`src/rtl/cpu_run_ctrl_if.sv`:
```
`default_nettype none
// ============================================================================
// Module      : cpu_run_ctrl_if
// Description : Signal bundle between the board I/O side (buttons, rate,
//               PC / breakpoint inputs) and the cpu_run_ctrl sequencer.
//               master = board/driver side, slave = run-control block.
// Revision    : 1.0 - initial release
// ============================================================================
interface cpu_run_ctrl_if #(
  parameter int PC_WIDTH  = 4,
  parameter int DIV_WIDTH = 24,
  parameter int CYC_WIDTH = 16
);
  // Board-side requests and configuration
  logic                 run_btn;
  logic                 step_btn;
  logic                 halt_btn;
  logic [DIV_WIDTH-1:0] div_sel;
  logic [PC_WIDTH-1:0]  pc;
  logic [PC_WIDTH-1:0]  bp_addr;
  logic                 bp_valid;

  // Sequencer outputs
  logic                 cpu_en;
  logic [1:0]           state;
  logic [CYC_WIDTH-1:0] cycle_cnt;
  logic                 bp_hit;

  modport master (
    output run_btn, step_btn, halt_btn, div_sel, pc, bp_addr, bp_valid,
    input  cpu_en, state, cycle_cnt, bp_hit
  );

  modport slave (
    input  run_btn, step_btn, halt_btn, div_sel, pc, bp_addr, bp_valid,
    output cpu_en, state, cycle_cnt, bp_hit
  );
endinterface
`default_nettype wire

```
`src/rtl/cpu_run_ctrl.sv`:
```
`default_nettype none
// ============================================================================
// Module      : cpu_run_ctrl
// Description : Run-control sequencer for the single-cycle CPU. Produces the
//               one-clock cpu_en step strobe (free-run at a programmable
//               rate, single-step, halt), counts issued strobes, and
//               optionally stops on a PC breakpoint.
//               Optional feature macro: CPU_RUN_CTRL_BREAKPOINT_EN
//               (undefined: BREAK unreachable, bp_hit tied low).
// Revision    : 1.0 - initial release
// ============================================================================
module cpu_run_ctrl #(
  parameter int PC_WIDTH  = 4,
  parameter int DIV_WIDTH = 24,
  parameter int CYC_WIDTH = 16
) (
  input  logic           clk,
  input  logic           rst,
  cpu_run_ctrl_if.slave  bus
);

  typedef enum logic [1:0] {
    ST_HALT  = 2'd0,
    ST_RUN   = 2'd1,
    ST_STEP  = 2'd2,
    ST_BREAK = 2'd3
  } state_t;

  // Button vectors are ordered {halt, step, run}
  localparam int BTN_RUN  = 0;
  localparam int BTN_STEP = 1;
  localparam int BTN_HALT = 2;

  logic [2:0]           btn_meta_q, btn_meta_d;
  logic [2:0]           btn_sync_q, btn_sync_d;
  logic [2:0]           btn_prev_q, btn_prev_d;
  logic [2:0]           btn_ev;

  state_t               state_q, state_d;
  logic                 cpu_en_q, cpu_en_d;
  logic [DIV_WIDTH-1:0] div_q, div_d;
  logic [CYC_WIDTH-1:0] cycle_cnt_q, cycle_cnt_d;
  logic                 bp_hit_q, bp_hit_d;
  logic                 skip_q, skip_d;
  logic                 rate_hit;
  logic                 bp_match;

  // Rising edge of the synchronized level: one event per press, however long held
  assign btn_ev   = btn_sync_q & ~btn_prev_q;

  // Lowering div_sel below the running divider fires at once instead of wrapping
  assign rate_hit = (div_q >= bus.div_sel);

`ifdef CPU_RUN_CTRL_BREAKPOINT_EN
  // Skip lets the first strobe after a resume step off the breakpoint address
  assign bp_match = bus.bp_valid && (bus.pc == bus.bp_addr) && !skip_q;
`else
  logic unused_bp;
  assign bp_match  = 1'b0;
  assign unused_bp = ^{bus.bp_valid, bus.bp_addr, bus.pc, skip_q};
`endif

  // Next-state, strobe, divider and counter computation
  always_comb begin
    btn_meta_d  = {bus.halt_btn, bus.step_btn, bus.run_btn};
    btn_sync_d  = btn_meta_q;
    btn_prev_d  = btn_sync_q;
    state_d     = state_q;
    cpu_en_d    = 1'b0;
    div_d       = div_q;
    bp_hit_d    = bp_hit_q;
    skip_d      = skip_q;
    cycle_cnt_d = cpu_en_q ? (cycle_cnt_q + CYC_WIDTH'(1)) : cycle_cnt_q;

    case (state_q)
      ST_HALT: begin
        if (btn_ev[BTN_HALT]) begin
          state_d = ST_HALT;
        end else if (btn_ev[BTN_STEP]) begin
          state_d = ST_STEP;
        end else if (btn_ev[BTN_RUN]) begin
          state_d = ST_RUN;
          div_d   = '0;
        end
      end

      ST_STEP: begin
        // Entry cycle registers the strobe; the strobe cycle returns to HALT
        if (!cpu_en_q) begin
          cpu_en_d = 1'b1;
        end else begin
          state_d = ST_HALT;
        end
      end

      ST_RUN: begin
        if (btn_ev[BTN_HALT]) begin
          // A strobe due this cycle is dropped; one already high still completes
          state_d = ST_HALT;
          skip_d  = 1'b0;
        end else if (rate_hit) begin
          div_d = '0;
          if (bp_match) begin
            state_d  = ST_BREAK;
            bp_hit_d = 1'b1;
            skip_d   = 1'b0;
          end else begin
            cpu_en_d = 1'b1;
            skip_d   = 1'b0;
          end
        end else begin
          div_d = div_q + DIV_WIDTH'(1);
        end
      end

      ST_BREAK: begin
`ifdef CPU_RUN_CTRL_BREAKPOINT_EN
        if (btn_ev[BTN_HALT]) begin
          state_d  = ST_HALT;
          bp_hit_d = 1'b0;
        end else if (btn_ev[BTN_STEP]) begin
          state_d  = ST_STEP;
          bp_hit_d = 1'b0;
        end else if (btn_ev[BTN_RUN]) begin
          state_d  = ST_RUN;
          bp_hit_d = 1'b0;
          skip_d   = 1'b1;
          div_d    = '0;
        end
`else
        // Not reachable without the breakpoint feature; recover to HALT
        state_d = ST_HALT;
`endif
      end

      default: begin
        state_d = ST_HALT;
      end
    endcase
  end

  // State register; async reset also kills an in-flight strobe immediately
  always_ff @(posedge clk or posedge rst) begin
    if (rst) begin
      btn_meta_q  <= '0;
      btn_sync_q  <= '0;
      btn_prev_q  <= '0;
      state_q     <= ST_HALT;
      cpu_en_q    <= 1'b0;
      div_q       <= '0;
      cycle_cnt_q <= '0;
      bp_hit_q    <= 1'b0;
      skip_q      <= 1'b0;
    end else begin
      btn_meta_q  <= btn_meta_d;
      btn_sync_q  <= btn_sync_d;
      btn_prev_q  <= btn_prev_d;
      state_q     <= state_d;
      cpu_en_q    <= cpu_en_d;
      div_q       <= div_d;
      cycle_cnt_q <= cycle_cnt_d;
      bp_hit_q    <= bp_hit_d;
      skip_q      <= skip_d;
    end
  end

  assign bus.cpu_en    = cpu_en_q;
  assign bus.state     = state_q;
  assign bus.cycle_cnt = cycle_cnt_q;
`ifdef CPU_RUN_CTRL_BREAKPOINT_EN
  assign bus.bp_hit    = bp_hit_q;
`else
  assign bus.bp_hit    = 1'b0;
`endif

endmodule
`default_nettype wire

```
`src/flat_wrapper.sv`:
```
// flat-port wrapper written by rule: the top's interface ports become plain ports
module cpu_run_ctrl_flat 
#(
  parameter int PC_WIDTH  = 4,
  parameter int DIV_WIDTH = 24,
  parameter int CYC_WIDTH = 16
)
  (clk, rst, bus_run_btn, bus_step_btn, bus_halt_btn, bus_div_sel, bus_pc, bus_bp_addr, bus_bp_valid, bus_cpu_en, bus_state, bus_cycle_cnt, bus_bp_hit);
  cpu_run_ctrl_if #(.PC_WIDTH(PC_WIDTH), .DIV_WIDTH(DIV_WIDTH), .CYC_WIDTH(CYC_WIDTH)) bus_i ();
  input  logic clk;
  input  logic rst;
  input wire logic [$bits(bus_i.run_btn)-1:0] bus_run_btn;
  input wire logic [$bits(bus_i.step_btn)-1:0] bus_step_btn;
  input wire logic [$bits(bus_i.halt_btn)-1:0] bus_halt_btn;
  input wire logic [$bits(bus_i.div_sel)-1:0] bus_div_sel;
  input wire logic [$bits(bus_i.pc)-1:0] bus_pc;
  input wire logic [$bits(bus_i.bp_addr)-1:0] bus_bp_addr;
  input wire logic [$bits(bus_i.bp_valid)-1:0] bus_bp_valid;
  output wire logic [$bits(bus_i.cpu_en)-1:0] bus_cpu_en;
  output wire logic [$bits(bus_i.state)-1:0] bus_state;
  output wire logic [$bits(bus_i.cycle_cnt)-1:0] bus_cycle_cnt;
  output wire logic [$bits(bus_i.bp_hit)-1:0] bus_bp_hit;
  assign bus_i.run_btn = bus_run_btn;
  assign bus_i.step_btn = bus_step_btn;
  assign bus_i.halt_btn = bus_halt_btn;
  assign bus_i.div_sel = bus_div_sel;
  assign bus_i.pc = bus_pc;
  assign bus_i.bp_addr = bus_bp_addr;
  assign bus_i.bp_valid = bus_bp_valid;
  assign bus_cpu_en = bus_i.cpu_en;
  assign bus_state = bus_i.state;
  assign bus_cycle_cnt = bus_i.cycle_cnt;
  assign bus_bp_hit = bus_i.bp_hit;
  cpu_run_ctrl #(.PC_WIDTH(PC_WIDTH), .DIV_WIDTH(DIV_WIDTH), .CYC_WIDTH(CYC_WIDTH)) u_core (.clk(clk), .rst(rst), .bus(bus_i));
endmodule
```
`config.mk`:
```
export PLATFORM = sky130hd
export DESIGN_NAME = cpu_run_ctrl_flat
export DESIGN_NICKNAME = d
export VERILOG_FILES = /design/src/rtl/cpu_run_ctrl_if.sv /design/src/rtl/cpu_run_ctrl.sv /design/src/flat_wrapper.sv
export SDC_FILE = /design/constraint.sdc
export NUM_CORES = 1
export LEC_CHECK = 0
export ABC_AREA = 0
export CORE_MARGIN = 4
export CORE_UTILIZATION = 53
export DETAILED_ROUTE_END_ITERATION = 12
export PLACE_DENSITY = 0.87
export SLEW_MARGIN = 10
export SYNTH_ARGS = -nofsm -noshare
export SYNTH_HDL_FRONTEND = slang
export SYNTH_SLANG_ARGS = --single-unit
```
`constraint.sdc`:
```
create_clock -name clk -period 3 [get_ports clk]
set_input_delay 0.6 -clock clk [delete_from_list [all_inputs] [get_ports clk]]
set_output_delay 0.6 -clock clk [all_outputs]
set_load 0.01 [all_outputs]
```
==> flow_summary.ini, run 1 <==
[yosys]
yosys_register_bits = 52
yosysTopAreaCellShare = 0.417
ys_top_cells_by_area = dfrtp_1 42%, ha_1 12%, inv_1 5.3%, nand4_1 4.4%, nand2_1 4.0%
avgSynthCellArea_um2 = 9.17
ys_seq_area_frac = 0.417
synth_largest_area_cell = dfrtp_1
synth_ff_type = dfrtp_1
synth-edff-count = 0
synthCells = 340
ys_warn_count = 0
synth_cell_types = 45
synth_area_um2 = 3120
synth_fp_nets = 407
async_reset_ff_frac = 1.00

[grt]
grt.overflow.total = 0
grt_pass1_wl_mm = 12.0
antenna_found_initial = 0
grt_max_degree = 30
grt_pass1_vias = 2681
grt_use_total = 0.199

[cts]
cts_root_buf = clkbuf_8
cts_max_path_buffers = 2
clkLatencyLatePin_ns = 0.31
cts_tree = yes
cts.htree.levels = 2
postCtsSetupBuffers = 0
clkTransAtPathRegs_ns = 0.09
cts_buffers = 5
clock_sinks = 52

[setup_path]
arrival_ns = 3.01
reg2regPathDepth = 9
worstPathCellList = clkdlybuf4s50_1 -> ha_1 -> nand2b_1 -> a2111oi_1 -> o31a_1 -> o311a_1 -> nand3_2 -> buf_12 -> o22ai_1
max_stage_delay_ns = 0.41
path_buf_inv = 2
required_ns = 3.22
crit_path_end_kind = flop
cp_top_family = compound AO/OA/AOI/OAI gates
cpMaxStageDelayCell = a2111oi_1
critPathKind = in -> reg
crit_path_max_fanout = 10
rrSetupSlack_ns = 0.43
crit_cells = 9
start_kind = primary input

[layout]
most-common-layout-cells = 52 x dfrtp_1, 47 x clkdlybuf4s50_1, 43 x inv_1, 33 x nand2_1, 29 x ha_1
stdcell_count = 469
multi_input_area_um2 = 1590
areaGrowthSynthToFinish_pct = 22.8
final_common_cell = dfrtp_1
fin_nets = 463
drive_above_1_share = 0.0730
regArea_um2 = 1300
diodes = 0
post-route-util = 0.683
num-fill-cells = 442

[timing]
finalSetupViolCount = 0
period_needed_ns = 2.79
relSlewSlack = 0.557
worstMarginPinSlew_ns = 0.660
slew_violations = 0
finalHoldViolations = 0
rsz0062_at_grt = no
finalClockSkew_ns = 0.0113
fin_crit_sh = 0.930
fmax_mhz = 359

[floorplan]
die_area_um2 = 7170
start_util = 0.556
die_x_um = 84.7
rows = 27
coreArea_um2 = 5610
die-height_um = 84.7
num_io_pins = 58

[placed_design]
dp_hpwl_mm = 5.11
placedCellCount = 461
routabilityCongestion = 0.797
portBuffers = 47

[drt]
route.antenna.remaining_nets = 0
avgViaCountPerCell = 5.77
first_pass_iters = 4
vias = 2704
drc_errors = 0
wl_per_cell_um = 14.4
drt_iter0_drc = 211
drt-total-wl_mm = 6.75

[power]
power_density_nw_per_um2 = 553
power_uw = 2120
p_leak_uw = 0.00170
irDropWorstVdd_uv = 390

[min_path]
hp-class = reg -> reg
hold_depth = 0

[outcome]
status = complete, no violations

[job]
drv_cap = 0
cell usage after synthesis (8+ instances only):
| master | n |
|---|---|
| nand4_1 | 22 |
| nand3_1 | 16 |
| inv_1 | 44 |
| nor2_1 | 15 |
| o21ai_0 | 9 |
| a21oi_1 | 14 |
| nand2b_1 | 8 |
| dfrtp_1 | 52 |
| a31oi_1 | 12 |
| ha_1 | 29 |
| o22ai_1 | 11 |
| nand2_1 | 33 |
| xnor2_1 | 12 |
final timing paths:
check                                                     from                                   end
max in group asynchronous                                  rst           u_core.div_q[5]$_DFFE_PP0P_
worst max-delay path                            bus_div_sel[0]           u_core.div_q[3]$_DFFE_PP0P_
worst min-delay path            u_core.btn_meta_q[1]$_DFF_PP0_        u_core.btn_prev_d[1]$_DFF_PP0_
worst max register to register     u_core.div_q[0]$_DFFE_PP0P_           u_core.div_q[3]$_DFFE_PP0P_
worst min register to register  u_core.btn_meta_q[1]$_DFF_PP0_        u_core.btn_prev_d[1]$_DFF_PP0_
min in group asynchronous                                  rst  u_core.bus.cycle_cnt[14]$_DFFE_PP0P_
layer usage:
metal	wire length, µm	global-route usage	vias up	share of wire
met5	0	0	-	0
met2	3420	0.354	83	0.51
met1	2810	0.249	1280	0.42
li1	-	-	1329	-
met3	415	0.0304	12	0.062
met4	99	0.0604	0	0.015
worst register-to-register path, cell delays in order, from the launching register on:
cell and delay, ns:
dfrtp_1 0.44, inv_1 0.07, ha_1 0.26, nand2b_1 0.14, a2111oi_1 0.41, o31a_1 0.22, o311a_1 0.36, nand3_2 0.21
buf_12 0.21, o22ai_1 0.16
per-stage QoR:
step	area, µm²	worst slack, ns	TNS, ns	hold slack (ns)
final	3830	0.211	0	0.361
after global routing	3830	0.0162	0	0.385
after CTS	3830	0.205	0	0.365
after detailed placement	3740	-0.101	-1.12	0.342
after global placement	3740	-0.0682	-0.636	0.332
after floorplan	3120	0.532	0	0.331
logic make-up (layout without fill, tap and decap cells):
family                   after synthesis  after routing  synth area share
AO/OA/AOI/OAI                         70             70             0.151
XOR/XNOR                              15             15            0.0421
adder cells (fa/ha/maj)               29             29             0.116
buffers and inverters                 55            112            0.0734
flip-flops                            52             52             0.417
multiplexers                           2              2           0.00682
other                                  1              1           0.00120
AND/OR/NAND/NOR                      116            116             0.191
report_power, final:
group	total (µW)	leakage (µW)	switching [µW]	internal, µW
Clock	399	0.0000414	233	166
Combinational	838	0.000966	466	371
Sequential	880	0.000696	105	775
Total	2120	0.00170	804	1310
area by class of cell:
class / count / share of cell area
multi-input combinational: 233 / 0.415
clock buffer: 6 / 0.0190
clock inverter: 2 / 0.00425
tap: 72 / 0.0235
sequential: 52 / 0.340
inverter: 44 / 0.0432
timing repair buffer: 60 / 0.155
state kept, by name, summed over array words and instances, names as in the netlist:
register,flops
u_core.btn_meta_q,3
u_core.bus.cpu_en,1
u_core.bus.state,2
u_core.div_q,24
u_core.bus.cycle_cnt,16
u_core.btn_prev_d,3
u_core.btn_prev_q,3
timing repair:
| action | in CTS | in global routing |
|---|---|---|
| setup endpoints to repair | 0 | 6 |
| hold buffers | 0 | 0 |
| resized for setup | 0 | 1 |
No activity file was read; power rests on OpenSTA's default activity.
==> run 2: changes to the inputs <==
ABC_CLOCK_PERIOD_IN_PS = 3000   (was not set)
CTS_BUF_LIST = sky130_fd_sc_hd__clkbuf_8 sky130_fd_sc_hd__clkbuf_16   (was not set)
==> run 2 against run 1 <==
Sequential share of layout area unchanged. Core utilization unchanged. Routed wire length is essentially flat. Non-clock buffer count unchanged. Die area stayed put. Register-to-register slack about the same. Power is essentially flat. Critical endpoint unchanged.
==> flow_summary.ini, run 2 (synthesis gave the netlist of run 1 again) <==
[outcome]
status = complete, no violations

[drt]
wl_per_cell_um = 14.4
route.antenna.remaining_nets = 0
drt_iter0_drc = 211
avgViaCountPerCell = 5.77
first_pass_iters = 4
drt-total-wl_mm = 6.75
vias = 2705
drc_errors = 0

[cts]
cts_max_path_buffers = 2
cts_buffers = 5
holdBufCountCts = 0
postCtsSetupBuffers = 0
cts.htree.levels = 2
clock_sinks = 52
clkTransAtPathRegs_ns = 0.10
clkLatencyLatePin_ns = 0.31
cts_root_buf = clkbuf_8
cts_tree = yes

[layout]
final_common_cell = dfrtp_1
most-common-layout-cells = 52 x dfrtp_1, 47 x clkdlybuf4s50_1, 44 x inv_1, 33 x nand2_1, 29 x ha_1
fin_nets = 463
top_register = u_core.div_q
diodes = 0
num-fill-cells = 442
areaGrowthSynthToFinish_pct = 22.8
drive_above_1_share = 0.0730
stdcell_count = 469
largest_register_ffs = 24

[timing]
fin_crit_sh = 0.929
slew_violations = 0
finalSetupViolCount = 0
finalClockSkew_ns = 0.0113
relSlewSlack = 0.557
finalWorstSetupSlack_ns = 0.212
period_needed_ns = 2.79
rsz0062_at_grt = no
fmax_mhz = 359
worstMarginPinSlew_ns = 0.660
timing.hold.ws_ns = 0.362
finalHoldViolations = 0

[setup_path]
start_kind = primary input
arrival_ns = 3.01
worstPathCellList = clkdlybuf4s50_1 -> ha_1 -> nand2b_1 -> a2111oi_1 -> o31a_1 -> o311a_1 -> nand3_2 -> buf_12 -> o22ai_1
cp_top_family = compound AO/OA/AOI/OAI gates
r2r-start = u_core.div_q[0]$_DFFE_PP0P_
cpMaxStageDelayCell = a2111oi_1
max_stage_delay_ns = 0.41
crit_path_end_kind = flop
crit_start = bus_div_sel[0]
crit_path_max_fanout = 10
critPathKind = in -> reg
required_ns = 3.22
path_buf_inv = 2

[floorplan]
die_area_um2 = 7170
start_util = 0.556
rows = 27
coreArea_um2 = 5610
die_x_um = 84.7
die-height_um = 84.7
num_io_pins = 58

[placed_design]
dp_hpwl_mm = 5.11
routabilityCongestion = 0.797
pre_cts_ws_ns = -0.101
placedCellCount = 461
portBuffers = 47

[job]
drv_cap = 0

[grt]
grt_pass1_vias = 2681
grt.overflow.total = 0
grt_pass1_wl_mm = 12.0
antenna_found_initial = 0
grt_use_total = 0.199
grt_max_degree = 30

[power]
irDropWorstVdd_uv = 392
p_sw_uw = 805
power_density_nw_per_um2 = 552
clkPwrFrac = 0.188
pwr-share-comb = 0.396
p_seq_frac = 0.416
p_leak_uw = 0.00171
power_uw = 2110
p_sw_frac = 0.381
p_int_uw = 1310

[min_path]
hp-class = reg -> reg
hp-start = u_core.btn_meta_q[1]$_DFF_PP0_
run 2: power by group through the flow:
stage | Combinational (µW) | Sequential, µW | Clock (µW)
floorplan | 532 | 881 | 0
global placement | 787 | 885 | 0
detailed placement | 826 | 892 | 0
CTS | 835 | 879 | 406
global route | 933 | 896 | 441
finish | 838 | 880 | 397
run 2: through the flow:
step	util	TNS, ns	cell area, µm²
finish	0.683	0	3830
CTS	0.682	0	3830
floorplan	-	0	3120
detailed placement	0.666	-1.12	3740
global placement	0.666	-0.636	3740
global route	0.683	0	3830
run 2: metal layers:
metal  vias up  GRT usage  wire [µm]
met5         -          0          0
met4         0     0.0604         99
met3        12     0.0304        415
met2        83      0.354       3410
met1      1281      0.249       2820
li1       1329          -          -
run 2: timing repair:
action                                  4_1_cts  5_1_grt
gates resized for setup                       0        1
hold endpoints to repair                      0        0
endpoints found under the setup margin        0        6
run 2: final timing paths:
kind / to / slack [ns] / cells after the start
max: u_core.div_q[3]$_DFFE_PP0P_ / 0.21 / 9
min: u_core.btn_prev_d[1]$_DFF_PP0_ / 0.36 / 0
max reg2reg: u_core.div_q[3]$_DFFE_PP0P_ / 0.43 / 9
min reg2reg: u_core.btn_prev_d[1]$_DFF_PP0_ / 0.36 / 0
max in group asynchronous: u_core.div_q[5]$_DFFE_PP0P_ / 1.74 / 3
min in group asynchronous: u_core.bus.cycle_cnt[14]$_DFFE_PP0P_ / 0.70 / 2
run 2: layout make-up:
type | instances | area (µm²) | area share
Clock inverter | 3 | 20.0 | 0.00523
Sequential cell | 52 | 1300 | 0.340
Multi-Input combinational cell | 233 | 1590 | 0.415
Tap cell | 72 | 90.1 | 0.0235
Inverter | 44 | 165 | 0.0432
Clock buffer | 5 | 68.8 | 0.0180
Timing Repair Buffer | 60 | 593 | 0.155
